--- config.mk ---
export PLATFORM = sky130hd
export DESIGN_NAME = fir_ch_scheduler
export DESIGN_NICKNAME = d
export VERILOG_FILES = /design/src/rtl/fir_sched_pkg.sv /design/src/rtl/fir_sched_fifo.sv /design/src/rtl/fir_ch_scheduler.sv
export SDC_FILE = /design/constraint.sdc
export NUM_CORES = 1
export LEC_CHECK = 0
export BUFFER_PORTS_ARGS = -buffer_cell sky130_fd_sc_hd__buf_2
export CAP_MARGIN = 20
export CORE_MARGIN = 4
export CORE_UTILIZATION = 45
export CTS_BUF_LIST = sky130_fd_sc_hd__clkbuf_8
export DETAILED_ROUTE_END_ITERATION = 10
export GPL_ROUTABILITY_DRIVEN = 0
export PLACE_DENSITY = 0.63
export SLEW_MARGIN = 10
export SYNTH_ARGS = -nofsm -noshare
export SYNTH_HDL_FRONTEND = slang
export SYNTH_HIERARCHICAL = 1
export SYNTH_SLANG_ARGS = --single-unit
--- constraint.sdc ---
create_clock -name CLK -period 4.1 [get_ports CLK]
set_input_delay 0.82 -clock CLK [delete_from_list [all_inputs] [get_ports CLK]]
set_output_delay 0.82 -clock CLK [all_outputs]
set_load 0.03 [all_outputs]
--- src/rtl/fir_sched_pkg.sv ---
// rtl/fir_sched_pkg.sv - shared types and round-robin helper for the FIR channel scheduler
package fir_sched_pkg;

  localparam int CH_IDX_W = 4;
  localparam int MAX_CH   = 16;

  typedef enum logic [1:0] {
    IDLE     = 2'd0,
    ISSUE_HI = 2'd1,
    ISSUE_LO = 2'd2
  } sched_state_e;

  // First requesting channel searching upward from last+1, wrapping at n.
  function automatic logic [CH_IDX_W-1:0] rr_next_grant(
    input logic [MAX_CH-1:0]   req,
    input logic [CH_IDX_W-1:0] last,
    input int                  n
  );
    logic [CH_IDX_W-1:0] g;
    logic                found;
    int                  idx;
    g     = '0;
    found = 1'b0;
    for (int i = 1; i <= MAX_CH; i++) begin
      idx = (int'(last) + i) % n;
      if (i <= n && !found && req[idx[CH_IDX_W-1:0]]) begin
        g     = idx[CH_IDX_W-1:0];
        found = 1'b1;
      end
    end
    return g;
  endfunction

endpackage

--- src/rtl/fir_sched_fifo.sv ---
// rtl/fir_sched_fifo.sv - per-channel single-clock FIFO; a write to a full FIFO is
// accepted when a pop happens in the same cycle.
module fir_sched_fifo #(
  parameter int DATA_W = 24,
  parameter int DEPTH  = 4
) (
  input  logic              CLK,
  input  logic              nRST,
  input  logic              wr_i,
  input  logic [DATA_W-1:0] wr_data_i,
  input  logic              pop_i,
  output logic [DATA_W-1:0] rd_data_o,
  output logic              full_o,
  output logic              empty_o
);

  localparam int AW = $clog2(DEPTH);

  logic [DATA_W-1:0] mem [DEPTH];
  logic [AW-1:0]     wr_ptr_q, rd_ptr_q;
  logic [AW:0]       count_q;
  logic              wr_ok, pop_ok;

  assign full_o    = (count_q == (AW+1)'(DEPTH));
  assign empty_o   = (count_q == '0);
  assign rd_data_o = mem[rd_ptr_q];
  assign wr_ok     = wr_i && (!full_o || pop_i);
  assign pop_ok    = pop_i && !empty_o;

  always_ff @(posedge CLK or negedge nRST) begin
    if (!nRST) begin
      wr_ptr_q <= '0;
      rd_ptr_q <= '0;
      count_q  <= '0;
    end else begin
      if (wr_ok)  wr_ptr_q <= wr_ptr_q + AW'(1);
      if (pop_ok) rd_ptr_q <= rd_ptr_q + AW'(1);
      count_q <= count_q + {{AW{1'b0}}, wr_ok} - {{AW{1'b0}}, pop_ok};
    end
  end

  always_ff @(posedge CLK) begin
    if (wr_ok) mem[wr_ptr_q] <= wr_data_i;
  end

endmodule

--- src/rtl/fir_ch_scheduler.sv ---
// rtl/fir_ch_scheduler.sv - round-robin issue of per-channel samples to a shared FIR.
// Optional per-channel drop counters built when FIR_SCHED_OVF_CNT_EN is defined.
module fir_ch_scheduler
  import fir_sched_pkg::*;
#(
  parameter int NUM_CH      = 4,
  parameter int DATA_W      = 24,
  parameter int FIFO_DEPTH  = 4,
  parameter int VALID_HIGH  = 2,
  parameter int SLOT_CYCLES = 16
) (
  input  logic                     CLK,
  input  logic                     nRST,
  input  logic [NUM_CH*DATA_W-1:0] In_Data,
  input  logic [NUM_CH-1:0]        In_Valid,
  input  logic                     Fir_Ready,
  output logic [DATA_W-1:0]        Fir_Data_In,
  output logic                     Fir_Data_In_Valid,
  output logic [CH_IDX_W-1:0]      Fir_Data_In_ChIdx,
  output logic [NUM_CH-1:0]        Ovf_Flag,
  input  logic                     Ovf_Clr,
  output logic [NUM_CH*8-1:0]      Ovf_Cnt
);

  localparam int CNT_W = $clog2(SLOT_CYCLES + 1);

  sched_state_e        state_q, state_d;
  logic [CNT_W-1:0]    cnt_q, cnt_d;
  logic                valid_q, valid_d;
  logic [DATA_W-1:0]   data_q, data_d;
  logic [CH_IDX_W-1:0] idx_q, idx_d, last_q, last_d, grant_idx;
  logic [NUM_CH-1:0]   ovf_q, ovf, empty, full, pop;
  logic [MAX_CH-1:0]   req;
  logic [DATA_W-1:0]   rd_data [NUM_CH];

  for (genvar c = 0; c < NUM_CH; c++) begin : g_fifo
    fir_sched_fifo #(.DATA_W(DATA_W), .DEPTH(FIFO_DEPTH)) u_fifo (
      .CLK      (CLK),
      .nRST     (nRST),
      .wr_i     (In_Valid[c]),
      .wr_data_i(In_Data[c*DATA_W +: DATA_W]),
      .pop_i    (pop[c]),
      .rd_data_o(rd_data[c]),
      .full_o   (full[c]),
      .empty_o  (empty[c])
    );
  end

  assign ovf = In_Valid & full & ~pop;

  always_comb begin
    req               = '0;
    req[NUM_CH-1:0]   = ~empty;
    grant_idx         = rr_next_grant(req, last_q, NUM_CH);
  end

  always_comb begin
    state_d = state_q;
    cnt_d   = cnt_q;
    valid_d = valid_q;
    data_d  = data_q;
    idx_d   = idx_q;
    last_d  = last_q;
    pop     = '0;
    case (state_q)
      IDLE: begin
        valid_d = 1'b0;
        if (Fir_Ready && |(~empty)) begin
          for (int c = 0; c < NUM_CH; c++) begin
            if (grant_idx == CH_IDX_W'(c)) begin
              pop[c] = 1'b1;
              data_d = rd_data[c];
            end
          end
          idx_d   = grant_idx;
          last_d  = grant_idx;
          cnt_d   = CNT_W'(1);
          state_d = ISSUE_HI;
        end
      end
      ISSUE_HI: begin
        cnt_d = cnt_q + CNT_W'(1);
        if (cnt_q <= CNT_W'(VALID_HIGH)) begin
          valid_d = 1'b1;
        end else begin
          valid_d = 1'b0;
          state_d = ISSUE_LO;
        end
      end
      ISSUE_LO: begin
        valid_d = 1'b0;
        cnt_d   = cnt_q + CNT_W'(1);
        // Slot counts from the grant cycle, so the next grant lands one slot later.
        if (cnt_d >= CNT_W'(SLOT_CYCLES)) state_d = IDLE;
      end
      default: begin
        valid_d = 1'b0;
        state_d = IDLE;
      end
    endcase
  end

  always_ff @(posedge CLK or negedge nRST) begin
    if (!nRST) begin
      state_q <= IDLE;
      cnt_q   <= '0;
      valid_q <= 1'b0;
      data_q  <= '0;
      idx_q   <= '0;
      last_q  <= CH_IDX_W'(NUM_CH - 1);
      ovf_q   <= '0;
    end else begin
      state_q <= state_d;
      cnt_q   <= cnt_d;
      valid_q <= valid_d;
      data_q  <= data_d;
      idx_q   <= idx_d;
      last_q  <= last_d;
      ovf_q   <= (ovf_q & ~{NUM_CH{Ovf_Clr}}) | ovf;
    end
  end

  assign Fir_Data_In       = data_q;
  assign Fir_Data_In_Valid = valid_q;
  assign Fir_Data_In_ChIdx = idx_q;
  assign Ovf_Flag          = ovf_q;

`ifdef FIR_SCHED_OVF_CNT_EN
  logic [7:0] ovf_cnt_q [NUM_CH];

  always_ff @(posedge CLK or negedge nRST) begin
    if (!nRST) begin
      for (int c = 0; c < NUM_CH; c++) ovf_cnt_q[c] <= '0;
    end else begin
      for (int c = 0; c < NUM_CH; c++) begin
        if (Ovf_Clr)
          ovf_cnt_q[c] <= {7'd0, ovf[c]};
        else if (ovf[c] && ovf_cnt_q[c] != 8'hFF)
          ovf_cnt_q[c] <= ovf_cnt_q[c] + 8'd1;
      end
    end
  end

  for (genvar c = 0; c < NUM_CH; c++) begin : g_cnt
    assign Ovf_Cnt[c*8 +: 8] = ovf_cnt_q[c];
  end
`else
  assign Ovf_Cnt = '0;
`endif

endmodule

==> results.toml, run 1 <==
[pwr]
leakage_nw = 7.61
sw_frac_of_total_pct = 33.8
p_seq_share_pct = 44.3
power_density_nw_per_um2 = 744
pwr-share-clk_pct = 23.1
internal_power_mw = 10.3
ir_worst_vdd_v = 0.000364
switching_power_mw = 5.23
pwr-share-comb_pct = 32.6

[floorplan]
design.die.area_sq_um = 44000
core_sq_um = 40000
start_util_pct = 45.8
die_y_um = 210
die_w_um = 210
placementRows = 73
ios = 169

[global_route]
grt_antenna_before_repair = 5
grt_pass1_wl_mm = 58.1
track_usage_pct = 17.4
grt_pass1_vias = 9621
grt_overflow = 0
grt_max_degree = 69

[detailed_routing]
drc = 0
first_pass_iters = 5
drt-initial-drc-count = 683
avgViaCountPerCell = 5.29
drt-total-wl_mm = 38.0
num_vias = 9164
post_drt_wl_per_cell_um = 22.0
ant_nets = 0

[timing]
worstMarginPinSlew_ns = 1.07
rsz0062_at_grt = "no"
hold_violations = 0
finalSetupViolations = 0
fmax_ghz = 0.268
period_needed_ns = 3.73
slew_headroom_pct = 28.6
finalSetupTns_ns = 0
fin_hold_ws_ns = 0.364
period_share_pct = 90.9
final_max_slew_viol_count = 0
skew_ns = 0.0249

[clock_tree]
cts_tree = "yes"
cts_buffers = 75
clock_latency_ns = 0.61
ctsLongestPathBuffers = 3
cts_setup_buffers = 0
cts.sinks = 452
cts_root_buf = "clkbuf_8"
cts-hold-fix-buffers = 0
htreeDepth = 3
cts-resized-gates = 0
path_clk_slew_ns = 0.06

[setup_path]
r2r_setup_slack_ns = 0.37
reg2regPathDepth = 14
critPathArrivalTime_ns = 4.20
cp-end-kind = "flip-flop"
timing.rr.start = "g_fifo[3].u_fifo/count_q[1]"
path_max_fanout = 25
r2r-end = "g_fifo[0].u_fifo/count_q[2]"
worstPathRequired_ns = 4.57
worstSetupPathType = "reg2reg"
start_kind = "flip-flop"

[outcome]
outcome = "finished, final reports clean"

[cells_and_area]
final_cell_mix = "384 x edfxtp_1, 133 x buf_2, 96 x mux4_2, 91 x inv_1, 83 x clkbuf_8"
area_growth_pct = 13.6
layout_commonest_cell = "edfxtp_1"
fin_area_sq_um = 20800
fin_util_pct = 52.0
regArea_sq_um = 13200
num-nets-final = 1291
drive_above_1_share_pct = 31.6
fillers = 3235
multi_input_area_sq_um = 4490

[synthesis]
ys_ff_latch = 452
yosysUniqueCellTypes = 45
ys_warn_count = 6
synthCells = 967
avgSynthCellArea_sq_um = 18.9
seq_area_frac_synth_pct = 72.3
syn_area_sq_um = 18300

[placement]
portBuffers = 134
dp_hpwl_mm = 25.1
postPlaceCellArea_sq_um = 19400

[hold_path]
hold_path_class = "in2async"

[run]
drv_cap = 0
==> sequential cells by signal, summed over array words and instances (netlist names) <==
signal and cells:
g_fifo.u_fifo/count_q 12, g_fifo.u_fifo/mem 384, g_fifo.u_fifo/rd_ptr_q 8, Fir_Data_In 24, Ovf_Flag 4, last_q 2
cnt_q 5, g_fifo.u_fifo/wr_ptr_q 8, Fir_Data_In_Valid 1, Fir_Data_In_ChIdx 2, state_q 2
==> area by class of cell <==
type / instances / share of cell area (%)
flip-flops and latches: 452 / 63.6
multi-input cells: 410 / 21.6
clock buffers: 83 / 5.49
repair buffers: 154 / 4.05
well taps: 525 / 3.16
inverters: 61 / 1.10
clock inverters: 46 / 1.02
diodes: 1 / 0.0120
==> layer usage <==
metal  wire length, um  up-vias  global-route usage (%)  share of wire, %
li1                  -     4108                       -                 -
met3              2480       65                    3.89               6.5
met4               735        6                    5.67               1.9
met5                41        -                       0              0.11
met2             18300      304                    27.0                48
met1             16500     4681                    24.8                43
==> per-stage QoR <==
step / std cells / power [mW] / worst slack (ns)
after floorplan: 1000 / 10.5 / 0.688
after global placement: 1601 / 12.0 / 0.512
after detailed placement: 1601 / 12.1 / 0.406
after CTS: 1730 / 15.7 / 0.378
after global routing: 1732 / 16.4 / 0.0678
final: 1732 / 15.5 / 0.374
==> worst max-delay path, cell delays in order, from the launching register on <==
cell and delay [ns]:
dfrtp_1 0.42, nor3_1 0.61, nor2b_1 0.14, o21bai_2 0.15, buf_4 0.29, nand3_2 0.15, nor3_2 0.37, o21a_4 0.23
inv_1 0.05, ha_1 0.27, inv_1 0.04, ha_1 0.19, fa_1 0.38, xor2_1 0.16, xnor2_1 0.13
==> how the worst max path moves through the flow <==
stage,endpoint,from,depth (start not counted)
floorplan,g_fifo[0].u_fifo/count_q[2],g_fifo[3].u_fifo/count_q[2],15
global placement,g_fifo[0].u_fifo/count_q[2],g_fifo[3].u_fifo/count_q[2],14
detailed placement,g_fifo[0].u_fifo/count_q[2],g_fifo[3].u_fifo/count_q[2],14
CTS,g_fifo[0].u_fifo/count_q[2],g_fifo[3].u_fifo/count_q[1],14
global route,g_fifo[0].u_fifo/count_q[2],g_fifo[3].u_fifo/count_q[1],14
finish,g_fifo[0].u_fifo/count_q[2],g_fifo[3].u_fifo/count_q[1],14
==> logic make-up after synthesis <==
logic type / count (synthesis) / synth area share [%]
xor+xnor: 20 / 0.956
buf+inv: 138 / 3.91
flops: 452 / 72.3
fa+ha+maj: 33 / 2.42
compound gates: 106 / 4.30
mux: 126 / 13.6
simple gates: 91 / 2.56
other cells: 1 / 0.0205
==> cells in the mapped netlist (all sizes together) <==
library cell / count / area, sq um
conb: 1 / 3.75
a221oi: 1 / 15.0
o21a: 4 / 60.1
mux2: 5 / 71.3
xnor2: 12 / 105
nor2b: 2 / 12.5
and2: 17 / 126
nand4: 2 / 12.5
inv: 61 / 229
or2: 1 / 6.26
a31oi: 25 / 156
a21bo: 1 / 10.0
dfrtp: 66 / 1650
o21bai: 1 / 11.3
nor2: 31 / 116
mux4: 96 / 2160
o21ai: 8 / 43.8
nand2: 20 / 77.6
dfstp: 2 / 52.6
nor3: 7 / 40.0
xor2: 8 / 70.1
or4b: 1 / 10.0
edfxtp: 384 / 11500
mux2i: 25 / 250
or3b: 4 / 35.0
a22o: 2 / 17.5
and3: 2 / 12.5
a2bb2oi: 1 / 8.76
clkbuf: 9 / 33.8
fa: 4 / 80.1
ha: 29 / 363
a211oi: 48 / 360
nand3: 4 / 20.0
o31a: 4 / 40.0
buf: 68 / 454
a21boi: 1 / 7.51
o22ai: 5 / 31.3
a21oi: 5 / 25.0
==> power by group through the flow <==
stage	logic (mW)	clock network, mW	registers (mW)
floorplan	3.64	0	6.86
global placement	5.02	0	6.94
detailed placement	5.08	0	6.98
CTS	5.10	3.68	6.90
global route	5.51	3.91	6.97
finish	5.05	3.58	6.85
Note: power is estimated with default switching activity, not from simulation.
==> inputs of run 2 (changes only) <==
--- a/config.mk
+++ b/config.mk
@@ -7,12 +7,14 @@
 export LEC_CHECK = 0
 export BUFFER_PORTS_ARGS = -buffer_cell sky130_fd_sc_hd__buf_2
 export CAP_MARGIN = 20
+export CELL_PAD_IN_SITES_DETAIL_PLACEMENT = 1
+export CELL_PAD_IN_SITES_GLOBAL_PLACEMENT = 2
 export CORE_MARGIN = 4
 export CORE_UTILIZATION = 45
 export CTS_BUF_LIST = sky130_fd_sc_hd__clkbuf_8
 export DETAILED_ROUTE_END_ITERATION = 10
 export GPL_ROUTABILITY_DRIVEN = 0
-export PLACE_DENSITY = 0.63
+export PLACE_DENSITY = 0.79
 export SLEW_MARGIN = 10
 export SYNTH_ARGS = -nofsm -noshare
 export SYNTH_HDL_FRONTEND = slang
==> run 2 against run 1 <==
Compared with the run above:
- die area is the same
- highest routed layer unchanged
- via count grew 1.0%
- critical path depth is the same
- design area grew 0.28%
- critical path type unchanged
==> results.toml, run 2 (same netlist as run 1, synthesis figures left out) <==
[outcome]
outcome = "finished, final reports clean"

[timing]
finalSetupTns_ns = 0
rsz0062_at_grt = "no"
fmax_ghz = 0.271
finalSetupViolations = 0
period_needed_ns = 3.69
final_max_slew_viol_count = 0
period_share_pct = 89.9
worstMarginPinSlew_ns = 0.999
hold_violations = 0
skew_ns = 0.0202
slew_headroom_pct = 33.4

[clock_tree]
cts_tree = "yes"
ctsLongestPathBuffers = 3
cts-hold-fix-buffers = 0
cts_buffers = 76
cts_root_buf = "clkbuf_8"
clock_latency_ns = 0.62
htreeDepth = 3
cts-resized-gates = 0
cts.sinks = 452
cts_setup_buffers = 0
path_clk_slew_ns = 0.06

[detailed_routing]
post_drt_wl_per_cell_um = 22.9
drt-initial-drc-count = 603
first_pass_iters = 5
drc = 0
num_vias = 9256
ant_nets = 0
drt-total-wl_mm = 39.8
avgViaCountPerCell = 5.33

[setup_path]
cpPeakStageDelay_ns = 0.55
cp_cell_sequence = "nor3_1 > nor2b_1 > o21ai_2 > buf_4 > nand3_2 > nor3_2 > o21a_4 > inv_1 > ha_1 > inv_1 > ha_1 > fa_1 > xor2_1 > xnor2_1"
worstSetupPathType = "reg2reg"
worstPathRequired_ns = 4.60
crit_family = "simple AND/OR/NAND/NOR gates"
r2r_setup_slack_ns = 0.41
crit_buf_inv = 3
start_kind = "flip-flop"
path_max_fanout = 25
cp_slowest_cell = "nor3_1"
critPathArrivalTime_ns = 4.19
cp-end-kind = "flip-flop"

[placement]
dp_cells = 1600
dp_hpwl_mm = 26.6
portBuffers = 134

[cells_and_area]
area_growth_pct = 14.0
layout_commonest_cell = "edfxtp_1"
largest_reg_flops = 384
drive_above_1_share_pct = 32.2
diodes = 0
regMostFlops = "g_fifo.u_fifo/mem"
final_cell_mix = "384 x edfxtp_1, 133 x buf_2, 96 x mux4_2, 88 x inv_1, 84 x clkbuf_8"
final_cells = 1738
num-nets-final = 1291

[global_route]
use_met3_pct = 4.05
grt_overflow = 0
top_usage_layer = "met2"
grtUsageMet1_pct = 25.9
grt_antenna_before_repair = 2
grt_pass1_wl_mm = 61.0
use_met2_pct = 28.8
grt_pass1_vias = 10041
track_usage_pct = 18.3
grt_max_degree = 69

[pwr]
power_density_nw_per_um2 = 752
leakage_nw = 7.63
ir_worst_vdd_v = 0.000375

[hold_path]
hold_path_class = "in2async"

[floorplan]
design.die.area_sq_um = 44000
ios = 169
placementRows = 73
die_w_um = 210
core_sq_um = 40000
start_util_pct = 45.8
die_y_um = 210

[run]
drv_cap = 0
## run 2: where the power goes
group | leakage (nW) | internal, mW | total, mW | switching [mW]
clock | 0.835 | 1.95 | 3.72 | 1.77
combinational | 2.48 | 2.14 | 5.13 | 2.99
sequential | 4.31 | 6.22 | 6.83 | 0.617
## run 2: through the flow
stage	area, sq um	hold slack, ns	util, %	power (mW)	setup slack, ns
CTS	20800	0.345	52.1	15.9	0.374
detailed placement	19400	0.469	48.5	12.2	0.409
global route	20900	0.391	52.2	16.6	0.114
global placement	19400	0.491	48.5	12.0	0.527
floorplan	18400	0.471	-	10.5	0.688
finish	20900	0.351	52.2	15.7	0.413
## run 2: area by class of cell
type,instances,area (sq um)
Clock buffer,84,1160
Sequential cell,452,13200
Tap cell,525,657
Inverter,61,229
Timing Repair Buffer,153,836
Clock inverter,53,267
Multi-Input combinational cell,410,4490
Fill cell,3768,19100
## run 2: final timing paths
path	from	to	cells after the start
hold / removal	nRST	g_fifo[0].u_fifo/count_q[2]	1
hold reg to reg	Fir_Data_In_ChIdx[1]	Fir_Data_In_ChIdx[1]	2
max in group asynchronous	nRST	g_fifo[1].u_fifo/wr_ptr_q[0]	1
setup / recovery	g_fifo[1].u_fifo/count_q[2]	g_fifo[0].u_fifo/count_q[2]	14
setup reg to reg	g_fifo[1].u_fifo/count_q[2]	g_fifo[0].u_fifo/count_q[2]	14
min in group CLK	In_Data[69]	g_fifo[2].u_fifo/mem[0][21]	1
## run 2: worst register-to-register path: stages (launching register included)
cell	delay, ns
dfrtp_1	0.42
nor3_1	0.55
nor2b_1	0.14
o21ai_2	0.16
buf_4	0.31
nand3_2	0.19
nor3_2	0.37
o21a_4	0.23
inv_1	0.06
ha_1	0.27
inv_1	0.04
ha_1	0.18
fa_1	0.37
xor2_1	0.16
xnor2_1	0.12
## run 2: per-layer routing
metal / routed length, um / up-vias
met2: 19500 / 254
li1: - / 4103
met4: 753 / 4
met5: 27 / -
met3: 2170 / 59
met1: 17400 / 4836
==> inputs of run 3 (changes only) <==
--- a/config.mk
+++ b/config.mk
@@ -10,11 +10,11 @@
 export CELL_PAD_IN_SITES_DETAIL_PLACEMENT = 1
 export CELL_PAD_IN_SITES_GLOBAL_PLACEMENT = 2
 export CORE_MARGIN = 4
-export CORE_UTILIZATION = 45
+export CORE_UTILIZATION = 47
 export CTS_BUF_LIST = sky130_fd_sc_hd__clkbuf_8
 export DETAILED_ROUTE_END_ITERATION = 10
 export GPL_ROUTABILITY_DRIVEN = 0
-export PLACE_DENSITY = 0.79
+export PLACE_DENSITY = 0.82
 export SLEW_MARGIN = 10
 export SYNTH_ARGS = -nofsm -noshare
 export SYNTH_HDL_FRONTEND = slang
==> constraint.sdc (replaced) <==
create_clock -name CLK -period 4.1 [get_ports CLK]
set_input_delay 0.41 -clock CLK [delete_from_list [all_inputs] [get_ports CLK]]
set_output_delay 0.41 -clock CLK [all_outputs]
set_load 0.03 [all_outputs]
==> run 3 against run 2 <==
Compared with the run above:
- design area is 3.9% higher
- core utilization is 4.1 points higher
- combinational power is 2% higher
- clock-buffer cell count is 8 lower
- via count is 4.0% higher
- die area is 4.1% lower
- maximum frequency is 5.4% higher
- critical path depth is 1 lower
- wire length is 4.5% higher
- largest power group unchanged
==> results.toml, run 3 (same netlist as run 1, synthesis figures left out) <==
[timing]
period_share_pct = 85.3
hold_violations = 0
finalSetupTns_ns = 0
fmax_ghz = 0.286
finalSetupViolations = 0
period_needed_ns = 3.50
slew_headroom_pct = 27.6
rsz0062_at_grt = "no"
final_max_slew_viol_count = 0
worstMarginPinSlew_ns = 1.09
skew_ns = 0.0338

[detailed_routing]
ant_nets = 0
drc = 0
drt-total-wl_mm = 41.6
avgViaCountPerCell = 5.29
num_vias = 9626
post_drt_wl_per_cell_um = 22.9
first_pass_iters = 4
drt-initial-drc-count = 555

[cells_and_area]
layout_commonest_cell = "edfxtp_1"
area_growth_pct = 18.4
final_cells = 1819
regMostFlops = "g_fifo.u_fifo/mem"
fin_util_pct = 56.2
num-nets-final = 1382
final_cell_mix = "384 x edfxtp_1, 133 x buf_2, 96 x mux4_2, 95 x dlygate4sd3_1, 88 x inv_1"
largest_reg_flops = 384
drive_above_1_share_pct = 29.0

[clock_tree]
cts_buffers = 72
cts_setup_buffers = 0
htreeDepth = 3
cts_tree = "yes"
path_clk_slew_ns = 0.06
cts.sinks = 452
clock_latency_ns = 0.63
cts_root_buf = "clkbuf_8"
ctsLongestPathBuffers = 3
cts-resized-gates = 0

[floorplan]
start_util_pct = 47.5
placementRows = 72
core_sq_um = 38600
die_y_um = 205
die_w_um = 205
design.die.area_sq_um = 42200
ios = 169

[global_route]
grt_max_degree = 69
grt_overflow = 0
grt_pass1_wl_mm = 63.8
track_usage_pct = 20.3
grt_pass1_vias = 10596
grt_antenna_before_repair = 3

[placement]
dp_cells = 1594
dp_hpwl_mm = 26.7
portBuffers = 134

[pwr]
leakage_nw = 7.95
ir_worst_vdd_v = 0.000472
power_density_nw_per_um2 = 719
power.total_mw = 15.6

[setup_path]
critPathArrivalTime_ns = 4.01
reg2regPathDepth = 13
worstSetupPathType = "reg2reg"
r2r-end = "g_fifo[3].u_fifo/count_q[2]"
path_max_fanout = 7
timing.rr.start = "g_fifo[1].u_fifo/count_q[2]"
r2r_setup_slack_ns = 0.60
start_kind = "flip-flop"
worstPathRequired_ns = 4.61
crit_start = "g_fifo[1].u_fifo/count_q[2]"
critPathCapture = "g_fifo[3].u_fifo/count_q[2]"
cp-end-kind = "flip-flop"

[hold_path]
min_delay_path_depth = 1
hold_path_class = "in2reg"

[run]
drv_cap = 0

[outcome]
outcome = "finished, final reports clean"
==> run 3: cell types whose count changed in the layout (fill, tap and decap cells not counted), sizes merged <==
cell         delta
diode           +1
inv             +1
clkbuf          -8
clkinvlp        +1
dlygate4sd3    +95
clkinv          -2
==> run 3: critical path: stages (launching register included) <==
cell and delay [ns]:
dfrtp_1 0.42, nor3_1 0.53, a2bb2oi_1 0.15, a221oi_2 0.42
nand2_2 0.12, nor2_1 0.25, o21a_4 0.23, inv_1 0.06
ha_1 0.28, inv_1 0.04, ha_1 0.19, fa_1 0.40
xor2_1 0.16, xnor2_1 0.12
==> run 3: stage by stage <==
stage                     area, sq um  hold slack, ns  worst slack [ns]
after floorplan                 18400           0.114             0.688
after global placement          19400           0.482             0.717
after detailed placement        19400           0.493             0.648
after CTS                       21700         0.00183             0.603
after global routing            21700          0.0141             0.314
final                           21700          0.0458             0.604
==> run 3: layout make-up <==
class,instances,area (sq um)
fillers,3617,16900
flip-flops and latches,452,13200
multi-input cells,410,4490
repair buffers,248,1770
clock buffers,76,1050
well taps,518,648
clock inverters,53,260
inverters,61,229
diodes,1,2.50
==> run 3: worst min-delay path by stage <==
stage                                 startpoint                      endpoint  slack (ns)
detailed placement  g_fifo[2].u_fifo/rd_ptr_q[0]  g_fifo[2].u_fifo/rd_ptr_q[0]        0.49
global route                         In_Data[89]   g_fifo[3].u_fifo/mem[2][17]        0.01
CTS                                  In_Valid[0]                   Ovf_Flag[0]       0.002
floorplan                                   nRST                Fir_Data_In[0]        0.11
global placement    g_fifo[2].u_fifo/rd_ptr_q[0]  g_fifo[2].u_fifo/rd_ptr_q[0]        0.48
finish                               In_Data[89]   g_fifo[3].u_fifo/mem[3][17]        0.05
==> run 3: repair_timing <==
item / 4_1_cts / 5_1_grt
hold buffers: 95 / 0
setup endpoints to repair: 0 / 0
hold endpoints to repair: 435 / 0
==> run 3: power by group <==
group,internal [mW],switching (mW),leakage (nW)
combinational,2.17,3.05,2.87
sequential,6.22,0.619,4.31
clock,1.79,1.74,0.761
total,10.2,5.40,7.95
==> run 3: per-layer routing <==
layer	vias to the layer above	GRT usage [%]	share of wire, %
li1	4292	-	-
met1	5012	27.5	42
met2	272	33.6	51
met3	48	3.88	5.0
met4	2	6.39	1.8
met5	-	0	0.017
